==> config.mk <==
export PLATFORM = sky130hd
export DESIGN_NAME = mcu_axi_mbox_responder
export DESIGN_NICKNAME = d
export VERILOG_FILES = /design/src/rtl/mcu_mbox_pkg.sv /design/src/rtl/mcu_mbox_timestamp.sv /design/src/rtl/mcu_axi_mbox_responder.sv
export SDC_FILE = /design/constraint.sdc
export NUM_CORES = 1
export LEC_CHECK = 0
export CORE_MARGIN = 1.5
export CORE_UTILIZATION = 58
export CTS_CLUSTER_DIAMETER = 40
export DETAILED_ROUTE_END_ITERATION = 10
export PLACE_DENSITY = 0.8
export SYNTH_ARGS = -nofsm -noshare
export SYNTH_HDL_FRONTEND = slang
export SYNTH_SLANG_ARGS = --single-unit
==> constraint.sdc <==
create_clock -name clk_clk -period 2.98 [get_ports clk_clk]
set_clock_uncertainty 0.1 [all_clocks]
set_input_delay 0.298 -clock clk_clk [delete_from_list [all_inputs] [get_ports clk_clk]]
set_output_delay 0.298 -clock clk_clk [all_outputs]
set_load 0.01 [all_outputs]
==> src/rtl/mcu_mbox_pkg.sv <==
// Shared types and constants for the HPS-to-FPGA PIO mailbox responder.
package mcu_mbox_pkg;

  localparam int unsigned DATA_W = 16;
  localparam int unsigned ADDR_W = 8;
  localparam int unsigned CNT_W  = 15;
  localparam int unsigned TS_W   = 32;
  localparam int unsigned WORD_W = 32;

  localparam int unsigned CMD_TOG_BIT = 31;

  localparam int unsigned CFG_CACHE_LSB = 0;
  localparam int unsigned CFG_CACHE_W   = 4;
  localparam int unsigned CFG_PROT_LSB  = 4;
  localparam int unsigned CFG_PROT_W    = 3;
  localparam int unsigned CFG_USER_LSB  = 7;
  localparam int unsigned CFG_USER_W    = 5;

  localparam logic [ADDR_W-1:0] ADDR_AWCFG = 8'd0;
  localparam logic [ADDR_W-1:0] ADDR_ARCFG = 8'd1;
  localparam logic [ADDR_W-1:0] ADDR_TS_LO = 8'd3;
  localparam logic [ADDR_W-1:0] ADDR_TS_HI = 8'd4;
  localparam logic [ADDR_W-1:0] ADDR_STAT  = 8'd5;

  typedef enum logic [2:0] {
    OP_NOP   = 3'd0,
    OP_READ  = 3'd1,
    OP_WRITE = 3'd2,
    OP_SET   = 3'd3,
    OP_CLR   = 3'd4
  } op_e;

  typedef enum logic [2:0] {
    ST_OK      = 3'd0,
    ST_BADADDR = 3'd1,
    ST_BADOP   = 3'd2,
    ST_RO      = 3'd3
  } status_e;

  typedef enum logic [1:0] {
    S_IDLE = 2'd0,
    S_EXEC = 2'd1,
    S_RESP = 2'd2
  } state_e;

  typedef struct packed {
    logic              tog;
    logic [2:0]        op;
    logic [ADDR_W-1:0] addr;
    logic [3:0]        rsvd;
    logic [DATA_W-1:0] data;
  } cmd_t;

  typedef struct packed {
    logic              ack;
    status_e           status;
    logic [ADDR_W-1:0] addr;
    logic [3:0]        zero;
    logic [DATA_W-1:0] rdata;
  } rsp_t;

  function automatic logic is_ts_addr(input logic [ADDR_W-1:0] a);
    return (a == ADDR_TS_LO) || (a == ADDR_TS_HI);
  endfunction

endpackage

==> src/rtl/mcu_mbox_timestamp.sv <==
// Free-running 32-bit cycle counter with a HI shadow captured on a TS_LO read.
// Only compiled when MCU_MBOX_TIMESTAMP_EN is defined.
`ifdef MCU_MBOX_TIMESTAMP_EN
module mcu_mbox_timestamp
  import mcu_mbox_pkg::*;
(
  input  logic              clk,
  input  logic              rst,
  input  logic              snap,
  output logic [DATA_W-1:0] ts_lo_c,
  output logic [DATA_W-1:0] ts_hi_q
);

  logic [TS_W-1:0]   cnt_q, cnt_d;
  logic [DATA_W-1:0] ts_hi_d;

  // LO and the HI snapshot come from the same counter value, keeping a LO/HI pair coherent
  always_comb begin
    cnt_d   = cnt_q + TS_W'(1);
    ts_hi_d = ts_hi_q;
    if (snap) ts_hi_d = cnt_q[TS_W-1:DATA_W];
  end

  always_ff @(posedge clk) begin
    if (rst) begin
      cnt_q   <= '0;
      ts_hi_q <= '0;
    end else begin
      cnt_q   <= cnt_d;
      ts_hi_q <= ts_hi_d;
    end
  end

  assign ts_lo_c = cnt_q[DATA_W-1:0];

endmodule
`endif

==> src/rtl/mcu_axi_mbox_responder.sv <==
// Fabric-side mailbox responder: toggle-flagged commands against a small register
// file that drives the f2h AXI sideband. MCU_MBOX_TIMESTAMP_EN adds the timestamp regs.
module mcu_axi_mbox_responder
  import mcu_mbox_pkg::*;
#(
  parameter int unsigned NUM_REGS = 8,
  parameter int unsigned REG_W    = 16
) (
  input  logic        clk_clk,
  input  logic        reset_reset,
  input  logic [31:0] cmd_in,
  output logic [31:0] rsp_out,
  output logic [3:0]  axi_signals_awcache,
  output logic [2:0]  axi_signals_awprot,
  output logic [4:0]  axi_signals_awuser,
  output logic [3:0]  axi_signals_arcache,
  output logic [2:0]  axi_signals_arprot,
  output logic [4:0]  axi_signals_aruser
);

  localparam int unsigned IDX_W = (NUM_REGS > 1) ? $clog2(NUM_REGS) : 1;
  localparam logic [ADDR_W:0] NUM_REGS_A = (ADDR_W + 1)'(NUM_REGS);

  state_e               state_q, state_d;
  logic [WORD_W-1:0]    cmd_q, cmd_d;
  cmd_t                 cmd_r_q, cmd_r_d;
  rsp_t                 rsp_q, rsp_d;
  status_e              status_q, status_d;
  logic [DATA_W-1:0]    rdata_q, rdata_d;
  logic [REG_W-1:0]     reg_q [NUM_REGS];
  logic [REG_W-1:0]     reg_d [NUM_REGS];
  logic [CNT_W-1:0]     cnt_q, cnt_d;
  logic                 ovr_q, ovr_d;

  logic [IDX_W-1:0]     idx_c;
  logic                 addr_ok_c;
  logic                 is_ro_c;
  logic [DATA_W-1:0]    cur_val_c;
  logic [DATA_W-1:0]    new_val_c;
  status_e              ex_status_c;
  logic [DATA_W-1:0]    ex_rdata_c;
  logic                 ex_we_c;
  logic                 unused_rsvd;

  assign unused_rsvd = ^cmd_r_q.rsvd;

`ifdef MCU_MBOX_TIMESTAMP_EN
  logic              ts_snap_c;
  logic [DATA_W-1:0] ts_lo_c;
  logic [DATA_W-1:0] ts_hi;

  mcu_mbox_timestamp u_ts (
    .clk     (clk_clk),
    .rst     (reset_reset),
    .snap    (ts_snap_c),
    .ts_lo_c (ts_lo_c),
    .ts_hi_q (ts_hi)
  );
`endif

  // Decode and evaluate the captured command; only consumed while in EXEC
  always_comb begin
    idx_c       = cmd_r_q.addr[IDX_W-1:0];
    is_ro_c     = is_ts_addr(cmd_r_q.addr) || (cmd_r_q.addr == ADDR_STAT);
`ifdef MCU_MBOX_TIMESTAMP_EN
    addr_ok_c   = ({1'b0, cmd_r_q.addr} < NUM_REGS_A);
`else
    addr_ok_c   = ({1'b0, cmd_r_q.addr} < NUM_REGS_A) && !is_ts_addr(cmd_r_q.addr);
`endif
    cur_val_c   = DATA_W'(reg_q[idx_c]);
    new_val_c   = cur_val_c;
    ex_status_c = ST_OK;
    ex_rdata_c  = '0;
    ex_we_c     = 1'b0;

    if (cmd_r_q.addr == ADDR_STAT) cur_val_c = {ovr_q, cnt_q};
`ifdef MCU_MBOX_TIMESTAMP_EN
    ts_snap_c = 1'b0;
    if (cmd_r_q.addr == ADDR_TS_LO) cur_val_c = ts_lo_c;
    if (cmd_r_q.addr == ADDR_TS_HI) cur_val_c = ts_hi;
`endif

    if (!addr_ok_c) begin
      ex_status_c = ST_BADADDR;
    end else begin
      case (op_e'(cmd_r_q.op))
        OP_NOP:  ex_rdata_c = cur_val_c;
        OP_READ: begin
          ex_rdata_c = cur_val_c;
`ifdef MCU_MBOX_TIMESTAMP_EN
          ts_snap_c  = (state_q == S_EXEC) && (cmd_r_q.addr == ADDR_TS_LO);
`endif
        end
        OP_WRITE, OP_SET, OP_CLR: begin
          case (op_e'(cmd_r_q.op))
            OP_WRITE: new_val_c = cmd_r_q.data;
            OP_SET:   new_val_c = cur_val_c | cmd_r_q.data;
            default:  new_val_c = cur_val_c & ~cmd_r_q.data;
          endcase
          if (is_ro_c) begin
            ex_status_c = ST_RO;
            ex_rdata_c  = cur_val_c;
          end else begin
            ex_we_c    = 1'b1;
            ex_rdata_c = new_val_c;
          end
        end
        default: ex_status_c = ST_BADOP;
      endcase
    end
  end

  // Mailbox handshake FSM; STAT reads observe the count before the current command
  always_comb begin
    state_d  = state_q;
    cmd_d    = cmd_in;
    cmd_r_d  = cmd_r_q;
    rsp_d    = rsp_q;
    status_d = status_q;
    rdata_d  = rdata_q;
    reg_d    = reg_q;
    cnt_d    = cnt_q;
    ovr_d    = ovr_q;

    case (state_q)
      S_IDLE: begin
        if (cmd_q[CMD_TOG_BIT] != rsp_q.ack) begin
          state_d = S_EXEC;
          cmd_r_d = cmd_t'(cmd_q);
        end
      end
      S_EXEC: begin
        state_d  = S_RESP;
        status_d = ex_status_c;
        rdata_d  = ex_rdata_c;
        cnt_d    = cnt_q + CNT_W'(1);
        if (ex_we_c) reg_d[idx_c] = REG_W'(new_val_c);
      end
      S_RESP: begin
        state_d     = S_IDLE;
        rsp_d.ack    = cmd_r_q.tog;
        rsp_d.status = status_q;
        rsp_d.addr   = cmd_r_q.addr;
        rsp_d.zero   = '0;
        rsp_d.rdata  = rdata_q;
      end
      default: state_d = S_IDLE;
    endcase

    if ((state_q == S_EXEC || state_q == S_RESP) && (cmd_q[CMD_TOG_BIT] != cmd_r_q.tog)) begin
      ovr_d = 1'b1;
    end
  end

  always_ff @(posedge clk_clk) begin
    if (reset_reset) begin
      state_q  <= S_IDLE;
      cmd_q    <= '0;
      cmd_r_q  <= '0;
      rsp_q    <= '0;
      status_q <= ST_OK;
      rdata_q  <= '0;
      reg_q    <= '{default: '0};
      cnt_q    <= '0;
      ovr_q    <= 1'b0;
    end else begin
      state_q  <= state_d;
      cmd_q    <= cmd_d;
      cmd_r_q  <= cmd_r_d;
      rsp_q    <= rsp_d;
      status_q <= status_d;
      rdata_q  <= rdata_d;
      reg_q    <= reg_d;
      cnt_q    <= cnt_d;
      ovr_q    <= ovr_d;
    end
  end

  assign rsp_out = rsp_q;

  assign axi_signals_awcache = reg_q[IDX_W'(ADDR_AWCFG)][CFG_CACHE_LSB +: CFG_CACHE_W];
  assign axi_signals_awprot  = reg_q[IDX_W'(ADDR_AWCFG)][CFG_PROT_LSB  +: CFG_PROT_W];
  assign axi_signals_awuser  = reg_q[IDX_W'(ADDR_AWCFG)][CFG_USER_LSB  +: CFG_USER_W];
  assign axi_signals_arcache = reg_q[IDX_W'(ADDR_ARCFG)][CFG_CACHE_LSB +: CFG_CACHE_W];
  assign axi_signals_arprot  = reg_q[IDX_W'(ADDR_ARCFG)][CFG_PROT_LSB  +: CFG_PROT_W];
  assign axi_signals_aruser  = reg_q[IDX_W'(ADDR_ARCFG)][CFG_USER_LSB  +: CFG_USER_W];

endmodule

==> results of run 1 <==
[cell type report]
cell class,instances,area (µm²),area share [%]
multi-input combinational,699,4900,39.62
timing repair buffer,118,1102,8.913
clock buffer,37,838.3,6.779
sequential,247,4947,40.00
inverter,35,131.4,1.062
clock inverter,20,161.4,1.305
tap,229,286.5,2.317
[per-layer routing]
| metal | global-route usage [%] | vias up | part of all wire (%) | routed length, µm |
|---|---|---|---|---|
| li1 | - | 3876 | - | - |
| met1 | 33.37 | 3822 | 43 | 10270 |
| met2 | 42.64 | 273 | 48 | 11660 |
| met3 | 4.231 | 69 | 5.6 | 1353 |
| met4 | 9.708 | 0 | 3.6 | 859 |
| met5 | 0 | - | 0 | 0 |
[power groups by stage]
stage	sequential (µW)	clock, µW	combinational, µW
4_1_cts	3390	3570	377
3_3_place_gp	3460	0	369
3_5_place_dp	3460	0	373
6_report	3390	3530	379
2_1_floorplan	3450	0	266
5_1_grt	3400	3700	412
[synthesized netlist by cell type (2+ instances only)]
master,n
nand2_1,118
and2_1,3
xor2_1,2
buf_2,9
nor3_1,5
buf_6,2
o21bai_1,75
o221ai_1,15
nor4_2,2
buf_1,5
mux4_2,32
or3_1,2
buf_4,29
and3_1,7
inv_1,35
a31oi_1,76
o21a_1,2
nand3b_1,2
o31ai_1,5
xnor2_1,13
clkbuf_1,62
a21oi_1,50
nor2b_1,77
nand4_1,2
mux2i_1,29
o21ai_1,8
nor2_1,67
a22oi_1,15
o31ai_4,11
nor4_1,2
dfxtp_1,247
ha_1,4
nand3_1,8
a211oi_1,6
o21ai_0,12
nand2b_1,19
nand2_2,10
[flip-flops by register name (all words and copies together) (netlist names)]
name	cells
cmd_q	28
axi_signals_arprot	3
cmd_r_q	28
cnt_q	15
state_q	2
axi_signals_aruser	5
axi_signals_awprot	3
axi_signals_arcache	4
rdata_q	16
rsp_out	27
ovr_q	1
axi_signals_awcache	4
axi_signals_awuser	5
reg_q	104
status_q	2
[metrics by stage]
step	instance area [µm²]	power, µW	std cells	worst slack, ns
detailed placement	11360	3838	1327	0.3701
global route	12370	7513	1385	0.1859
floorplan	10510	3714	1089	0.5909
CTS	12370	7344	1385	0.3394
global placement	11360	3832	1327	0.4065
finish	12370	7302	1385	0.2965
[logic make-up (layout without fill, tap and decap cells)]
kind of cell,count (synthesis),after routing
fa+ha+maj,4,4
buf+inv,143,210
flops,247,247
simple gates,333,333
xor+xnor,15,15
mux,61,61
other cells,1,5
compound gates,281,281
[worst paths after layout]
kind / to / startpoint / slack [ns] / cells past startpoint
min: cmd_q[6] / cmd_in[6] / 0.21 / 2
max reg2reg: reg_q[2] / cmd_r_q[24] / 0.30 / 6
max: reg_q[2] / cmd_r_q[24] / 0.30 / 6
min reg2reg: cmd_r_q[20] / cmd_q[20] / 0.33 / 2
[timing repair]
item | 4_1_cts | 5_1_grt
endpoints found under the hold margin | 14 | 0
hold buffers | 1 | 0
setup buffers | 0 | 0
==> results by group, run 1 <==
Yosys
  – Post-synthesis sequential area ratio: 47.12%
  – Largest family of logic cells by synthesized area: compound AO/OA/AOI/OAI gates
  – Unique cell type count in the Yosys netlist: 54
  – Syn Area/Cell: 9.672 µm²
  – Cells after Synth: 1085
  – Xor/xnor cell area share of the yosys netlist: 1.252%
  – Seq cells post-synth: 247
  – Adder-cell area share of the yosys netlist: 0.4769%
  – Post-synth ARST share: 0%
  – Largest cells by area after synthesis: dfxtp_1, mux4_2, o21bai_1, nor2b_1, a31oi_1
  – Ys flop type: dfxtp_1
  – Cell taking the most area after synthesis: dfxtp_1
  – Netlist Area Pre-Place: 0.01049 mm²
  – Area share of the largest cell type after synthesis: 47.12%
  – Compound-gate portion of the synthesized area: 19.29%
  – Yosys warnings: 0
  – Mux share of post-synthesis cell area: 9.634%
  – Post-synth EDFFs: 0
  – Simple-gate area share of the yosys netlist: 15.63%

Route
  – Vias: 8040
  – Initial DRC count: 611
  – Post-route DRC violation count: 0
  – ANT nets after route: 0
  – Post-DR vias/cell: 5.805
  – Total Wirelength: 24140 µm
  – Wire per inst: 17.43 µm
  – Pre-antenna DRT Iters: 4

STA
  – Fin. Hold Viols: 0
  – WHS: 0.2065 ns
  – Endpoints failing setup: 0
  – Fin crit period: 2.684 ns
  – Fmax: 372.6 MHz
  – Total negative setup slack: 0 ns
  – Worst-Margin Slew: 0.9780 ns
  – Tcrit/Tclk final: 90.05%
  – RSZ-0062 raised after global routing: false
  – Pins Over Slew Limit: 0
  – Rel. slew slack: 34.64%

Clock tree
  – CTS Sinks: 247
  – Worst-Skew Late Latency: 0.54 ns
  – Maximum buffer depth of the clock tree: 3
  – H-Tree Depth: 1
  – CTS root buf: clkbuf_16
  – Worst-path clk slew: 0.06 ns
  – CTS tree: done
  – Clock buffer count from CTS: 31
  – Post-cts repair resize count: 0

Outcome
  – Outcome: complete, no violations

Die
  – Die H: 137.5 µm
  – Die Wd: 137.5 µm
  – IO Count: 90
  – Initial Util: 58.82%
  – # rows: 49
  – Die area: 0.01891 mm²
  – Core area: 0.01784 mm²

Critical path
  – Critical Path, Cell by Cell: or4_4, or4b_1, buf_4, o31ai_1, nand2_1, a31oi_1
  – Worst setup EP type: register
  – WS Path Type: reg2reg
  – CP required: 3.34 ns
  – CP Buf/Inv Count: 1
  – Slowest CP cell: or4_4
  – CP Max Fanout: 16
  – Worst path top cell family by delay: simple AND/OR/NAND/NOR gates
  – Worst path max stage delay: 0.60 ns
  – Startpoint Class: register
  – Arrival time of the worst setup path: 3.05 ns

Global routing
  – Vias in the first global route: 7451
  – Gr usage total: 25.58%
  – Largest net degree at the start of global routing: 218
  – Total global routing overflow: 0
  – First-pass GRT wire length: 38100 µm
  – Antenna violations before repair: 0

Pwr
  – Peak VDD IR: 0.4981 mV
  – Logic pwr share: 5.2%
  – Switching power: 1742 µW
  – Internal Pwr Total: 5560 µW
  – Clock power share: 48.3%
  – Flop pwr share: 46.5%
  – Switching Fraction: 23.86%
  – PD cells: 590.4 mW/mm²
  – Leakage power: 0.004658 µW

Final layout
  – Final Util: 69.32%
  – Share of cells above drive strength 1: 13.58%
  – Area growth syn-to-layout: 17.85%
  – Most frequent cells in the layout: dfxtp_1, nand2_1, clkdlybuf4s50_1, nor2b_1, a31oi_1
  – Diode count: 0
  – Fillers: 1298
  – Most common cell after layout, fill and taps aside: dfxtp_1
  – Layout Nets: 1170

Run
  – Max Cap Viol: 0

Place
  – Dpl hpwl: 15470 µm
  – Port buffer count: 80
  – RePlAce Congestion: 0.8821

Min path
  – HP Class: in2reg
Power figures use the tool's default switching activity.
==> run 2: changes to the inputs <==
- ABC_CLOCK_PERIOD_IN_PS: default -> 2980
==> results of run 2 <==
No change in the layout: final DEF, timing and power equal those of run 1.
==> run 3: changes to the inputs <==
- MAX_ROUTING_LAYER: default -> met4
- SYNTH_HIERARCHICAL: default -> 1
==> results by group, run 3 <==
Final layout
  – Fillers: 1298 (unchanged)
  – Layout Nets: 1170 (unchanged)
  – Diode count: 0 (unchanged)
  – Most common cell after layout, fill and taps aside: dfxtp_1
  – Most frequent cells in the layout: dfxtp_1, nand2_1, clkdlybuf4s50_1, nor2b_1, a31oi_1
  – Area growth syn-to-layout: 17.85% (unchanged)
  – Max reg flops: 104 (unchanged)
  – Top Registers: reg_q (104), cmd_q (28), cmd_r_q (28)
  – Share of cells above drive strength 1: 13.58% (unchanged)
  – Most flop-heavy register: reg_q

Critical path
  – CP Max Fanout: 16 (unchanged)
  – Reg-to-reg setup timing slack: 0.29 ns (about the same)
  – WS Path Type: reg2reg
  – Arrival time of the worst setup path: 3.06 ns (about the same)
  – CP Buf/Inv Count: 1 (unchanged)
  – Launching point of the worst reg2reg path: cmd_r_q[24]
  – Slowest CP cell: or4_4
  – Critical Path, Cell by Cell: or4_4, or4b_1, buf_4, o31ai_1, nand2_1, a31oi_1
  – WP depth: 6 (unchanged)
  – CP required: 3.35 ns (about the same)
  – Cell depth of the worst flop-to-flop path: 6 (unchanged)
  – Crit Reg-Reg Endpoint: reg_q[2]
  – Worst path top cell family by delay: simple AND/OR/NAND/NOR gates
  – Worst setup EP type: register
  – Worst path max stage delay: 0.59 ns (about the same)
  – Startpoint Class: register

Min path
  – Hold path startpoint: cmd_in[6]
  – Worst hold stages: 2 (unchanged)
  – Hold path endpoint: cmd_q[6]
  – HP Class: in2reg

Yosys
  – Cell taking the most area after synthesis: dfxtp_1
  – Unique cell type count in the Yosys netlist: 54 (unchanged)
  – Count leader, synth: dfxtp_1
  – Area share of the largest cell type after synthesis: 47.12% (unchanged)
  – Post-synth ARST share: 0% (unchanged)
  – Netlist Area Pre-Place: 0.01049 mm² (unchanged)
  – Seq cells post-synth: 247 (unchanged)
  – Post-synthesis sequential area ratio: 47.12% (unchanged)
  – Top cells by count, synth: dfxtp_1, nand2_1, nor2b_1
  – Largest cells by area after synthesis: dfxtp_1, mux4_2, o21bai_1, nor2b_1, a31oi_1
  – Cells after Synth: 1085 (unchanged)
  – Ys flop type: dfxtp_1
  – Yosys warnings: 6 (+6)
  – Syn Area/Cell: 9.672 µm² (unchanged)
  – Post-synth EDFFs: 0 (unchanged)

Place
  – Placement Setup Slack: 0.3701 ns (unchanged)
  – Dpl hpwl: 15470 µm (unchanged)
  – RePlAce Congestion: 0.8968 (+1.7%)
  – Port buffer count: 80 (unchanged)

Global routing
  – Met3 global-route usage: 4.231% (unchanged)
  – Gr usage total: 26.33% (+0.74 points)
  – Largest net degree at the start of global routing: 218 (unchanged)
  – Busiest layer in global routing: met2
  – Met1 Track Usage GR: 33.35% (about the same)
  – M2 GR Usage: 42.64% (unchanged)
  – First-pass GRT wire length: 38110 µm (about the same)
  – Antenna violations before repair: 0 (unchanged)
  – Total global routing overflow: 0 (unchanged)
  – Vias in the first global route: 7439 (-0.16%)

Pwr
  – PD cells: 590.1 mW/mm² (about the same)
  – Switching Fraction: 23.81% (-0.042 points)
  – Internal Pwr Total: 5560 µW (about the same)
  – Switching power: 1738 µW (-0.23%)
  – Flop pwr share: 46.5% (about the same)
  – Leakage power: 0.004658 µW (unchanged)
  – Peak VDD IR: 0.4964 mV (-0.34%)
  – Clock power share: 48.3% (about the same)
  – Logic pwr share: 5.2% (about the same)

Clock tree
  – H-Tree Depth: 1 (unchanged)
  – Post-CTS setup buffer count: 0 (unchanged)
  – CTS tree: done
  – Worst-path clk slew: 0.06 ns (about the same)
  – Maximum buffer depth of the clock tree: 3 (unchanged)
  – CTS root buf: clkbuf_16
  – Clock buffer count from CTS: 31 (unchanged)
  – CTS Sinks: 247 (unchanged)
  – Worst-Skew Late Latency: 0.54 ns (about the same)

Route
  – Post-route DRC violation count: 0 (unchanged)
  – Pre-antenna DRT Iters: 5 (+1)
  – Initial DRC count: 693 (+13%)
  – ANT nets after route: 0 (unchanged)
  – Post-DR vias/cell: 5.810 (about the same)
  – Wire per inst: 17.44 µm (about the same)
  – Vias: 8047 (+0.087%)
  – Total Wirelength: 24150 µm (about the same)

STA
  – Endpoints failing setup: 0 (unchanged)
  – Fin. Hold Viols: 0 (unchanged)
  – Worst setup margin: 0.2899 ns (-0.006602 ns)
  – Rel. slew slack: 35.34% (+0.70 points)
  – Tcrit/Tclk final: 90.27% (+0.22 points)
  – Total negative setup slack: 0 ns (unchanged)
  – Pins Over Slew Limit: 0 (unchanged)
  – Worst-Margin Slew: 0.9675 ns (-0.01049 ns)
  – RSZ-0062 raised after global routing: false
  – Fin crit period: 2.690 ns (+0.006602 ns)
  – Fmax: 371.7 MHz (-0.25%)

Outcome
  – Outcome: complete, no violations

Die
  – Die area: 0.01891 mm² (unchanged)
  – Die Wd: 137.5 µm (unchanged)
  – Core area: 0.01784 mm² (unchanged)
  – # rows: 49 (unchanged)
  – IO Count: 90 (unchanged)
  – Initial Util: 58.82% (unchanged)
  – Die H: 137.5 µm (unchanged)

Run
  – Max Cap Viol: 0 (unchanged)
-- run 3: cell families after synthesis --
| logic type | count (synthesis) | share of synthesized area (%) |
|---|---|---|
| xor gates and xnor gates | 15 | 1.252 |
| DFF | 247 | 47.12 |
| other | 1 | 0.03574 |
| muxes | 61 | 9.634 |
| AOI/OAI and AO/OA | 281 | 19.29 |
| adders and majority gates | 4 | 0.4769 |
| and+or+nand+nor | 333 | 15.63 |
| buffers and inverters | 143 | 6.558 |
-- run 3: how the worst max path moves through the flow --
stage	slack, ns	startpoint	endpoint
5_1_grt	0.19	cmd_r_q[24]	reg_q[82]
6_report	0.29	cmd_r_q[24]	reg_q[2]
4_1_cts	0.34	cmd_r_q[24]	reg_q[2]
3_5_place_dp	0.37	cmd_r_q[24]	axi_signals_awcache[3]
2_1_floorplan	0.59	cmd_r_q[24]	axi_signals_awprot[0]
3_3_place_gp	0.41	cmd_r_q[24]	axi_signals_awcache[2]
-- run 3: through the flow --
stage | hold slack, ns | util [%] | std cells | area (µm²) | power, µW
after floorplan | 0.3174 | - | 1089 | 10510 | 3714
after global placement | 0.3180 | 63.66 | 1327 | 11360 | 3832
after detailed placement | 0.3250 | 63.66 | 1327 | 11360 | 3838
after CTS | 0.1946 | 69.32 | 1385 | 12370 | 7344
after global routing | 0.1933 | 69.32 | 1385 | 12370 | 7515
final | 0.2076 | 69.32 | 1385 | 12370 | 7298
-- run 3: worst register-to-register path, stage by stage, from the launching register on --
cell and delay, ns:
dfxtp_1 0.32, or4_4 0.59, or4b_1 0.51, buf_4 0.26, o31ai_1 0.37, nand2_1 0.23
a31oi_1 0.23
-- run 3: power by group through the flow --
stage	clock network (µW)	logic [µW]	registers, µW
final	3530	378	3390
after global routing	3710	412	3400
after CTS	3570	377	3390
after detailed placement	0	373	3460
after global placement	0	369	3460
after floorplan	0	266	3450
-- run 3: per-layer routing --
metal | up-vias | wire length [µm]
met4 | 0 | 874
li1 | 3876 | -
met5 | - | 0
met3 | 65 | 1518
met2 | 301 | 11630
met1 | 3805 | 10130
-- run 3: timing repair --
item / 4_1_cts / 5_1_grt
hold buffers: 1 / 0
resized for setup: 0 / 0
hold endpoints to repair: 14 / 0
-- run 3: layout make-up --
class	count	area (µm²)	share of cell area, %
Clock buffer	37	838.3	6.779
Clock inverter	20	161.4	1.305
Inverter	35	131.4	1.062
Multi-Input combinational cell	699	4900	39.62
Sequential cell	247	4947	40.00
Tap cell	229	286.5	2.317
Timing Repair Buffer	118	1102	8.913
==> variant: new RTL, settings of run 3 <==
The parameter `REG_W` goes from 16 to 18.
--- a/src/rtl/mcu_axi_mbox_responder.sv
+++ b/src/rtl/mcu_axi_mbox_responder.sv
@@ -6,3 +6,3 @@
   parameter int unsigned NUM_REGS = 8,
-  parameter int unsigned REG_W    = 16
+  parameter int unsigned REG_W    = 18
 ) (
Check against the original RTL: same outputs for any inputs over 4 cycles, from zero or initial values and one cycle with reset_reset high; that may be too few to reach the edited logic, so the function may still have changed.
==> variant against run 3 <==
  * Synthesized cell count grew 3.1%
  * Worst setup slack got worse by 0.11 ns
  * Sequential share of layout area is 0.65 points lower
  * Global-route usage is 1.4 points higher
  * Synthesized area increased by 0.99%
  * Total power is 4.1% higher
  * Sequential cell count did not move
  * Utilization increased by 0.68 points
  * Routed wire length increased by 8.1%
  * Non-clock buffer count is 7 higher
  * Count of clock-buffer cells in the layout down 3
  * Sequential power barely moved
  * Design area is 1.7% higher
  * Combinational power up 20%
  * Critical path type unchanged
  * Largest cell class is now multi-input gates
  * Highest routed layer unchanged
==> variant: results (changes against run 3) <==
routed wl met2 12300 um (+5.5%); Seq/Total Area, Yosys 46.7% (-0.46 points); Area contributors post-synth dfxtp_1 (47%), mux4_2 (5.7%), nor2b_1 (4.7%); Initial DRC Count 754 (+8.8%); outcome finished clean; Global Route Usage Sum 27.8% (+1.4 points); CP max-delay cell o311ai_0; WHS 0.0327 ns (-0.175 ns); Pleak 4.41 nW (-5.3%); fraction of layout cells with a size suffix above 1 12.7% (-0.89 points); worst hold start reset_reset; met3 Use GR 3.81% (-0.42 points); Placed Area 11500 sq um (+1.4%); Yosys cell types 57 (+5.6%); synth cell count leaders dfxtp_1 (247), nor2_1 (129), nand2_1 (105); vias in the first global route 8105 (+9.0%); crit-path leading delay family compound AO/OA/AOI/OAI gates; Placer Congestion 0.881 (-1.8%); post-placement worst setup slack 0.242 ns (-0.128 ns); Detail Placement HPWL 16900 um (+9.5%); grt met2 use 42.9% (+0.23 points); placed cell count 1362 (+2.6%); Vias/cell 5.99 (+3.2%); # diodes 0 (unchanged); detailed-route via count 8506 (+5.7%); Fillers 1341 (+3.3%); Critical Path AT 3.10 ns (+0.04 ns); critical-path maximum fanout 26 (+10); largest net degree at the start of global routing 134 (-39%); wire per inst 18.4 um (+5.5%); met1 Usage GRT 37.3% (+3.9 points); met1 WL 11200 um (+11%); Worst path max stage delay 0.54 ns (-0.05 ns); Worst-Margin Slew 0.919 ns (-0.0481 ns); maximum vdd drop 0.521 mV (+5.0%); CP Capture Type flop; r2r worst-path depth 7 (+1); first-pass GRT wire length 42300 um (+11%); r2r startpoint cmd_r_q[21]; minimum clock period after layout 2.80 ns (+0.113 ns); First-pass DRT Iterations 6 (+1); metal3 WL 1770 um (+17%); FF-to-FF setup slack 0.18 ns (-0.11 ns)
==> variant: cells by family (layout without fill, tap and decap cells) <==
logic type,Yosys count,in the layout,share of synthesized area (%)
AO/OA/AOI/OAI,235,235,16.1
XOR/XNOR,16,16,1.32
adder cells (fa/ha/maj),4,4,0.472
buffers and inverters,143,210,6.69
flip-flops,247,247,46.7
multiplexers,75,75,10.3
other,1,5,0.0354
AND/OR/NAND/NOR,398,398,18.5
==> variant: final cells by class <==
| type | count | area, sq um | area share (%) |
|---|---|---|---|
| inverters | 28 | 105 | 0.836 |
| clock buffers | 34 | 807 | 6.42 |
| multi-input cells | 733 | 4960 | 39.4 |
| repair buffers | 125 | 1210 | 9.66 |
| flip-flops and latches | 247 | 4950 | 39.4 |
| clock inverters | 23 | 254 | 2.02 |
| well taps | 229 | 287 | 2.28 |
==> variant: power by group <==
group,internal (mW),switching [mW],total [mW]
sequential,3.35,0.0441,3.40
combinational,0.173,0.280,0.453
clock,2.20,1.55,3.75
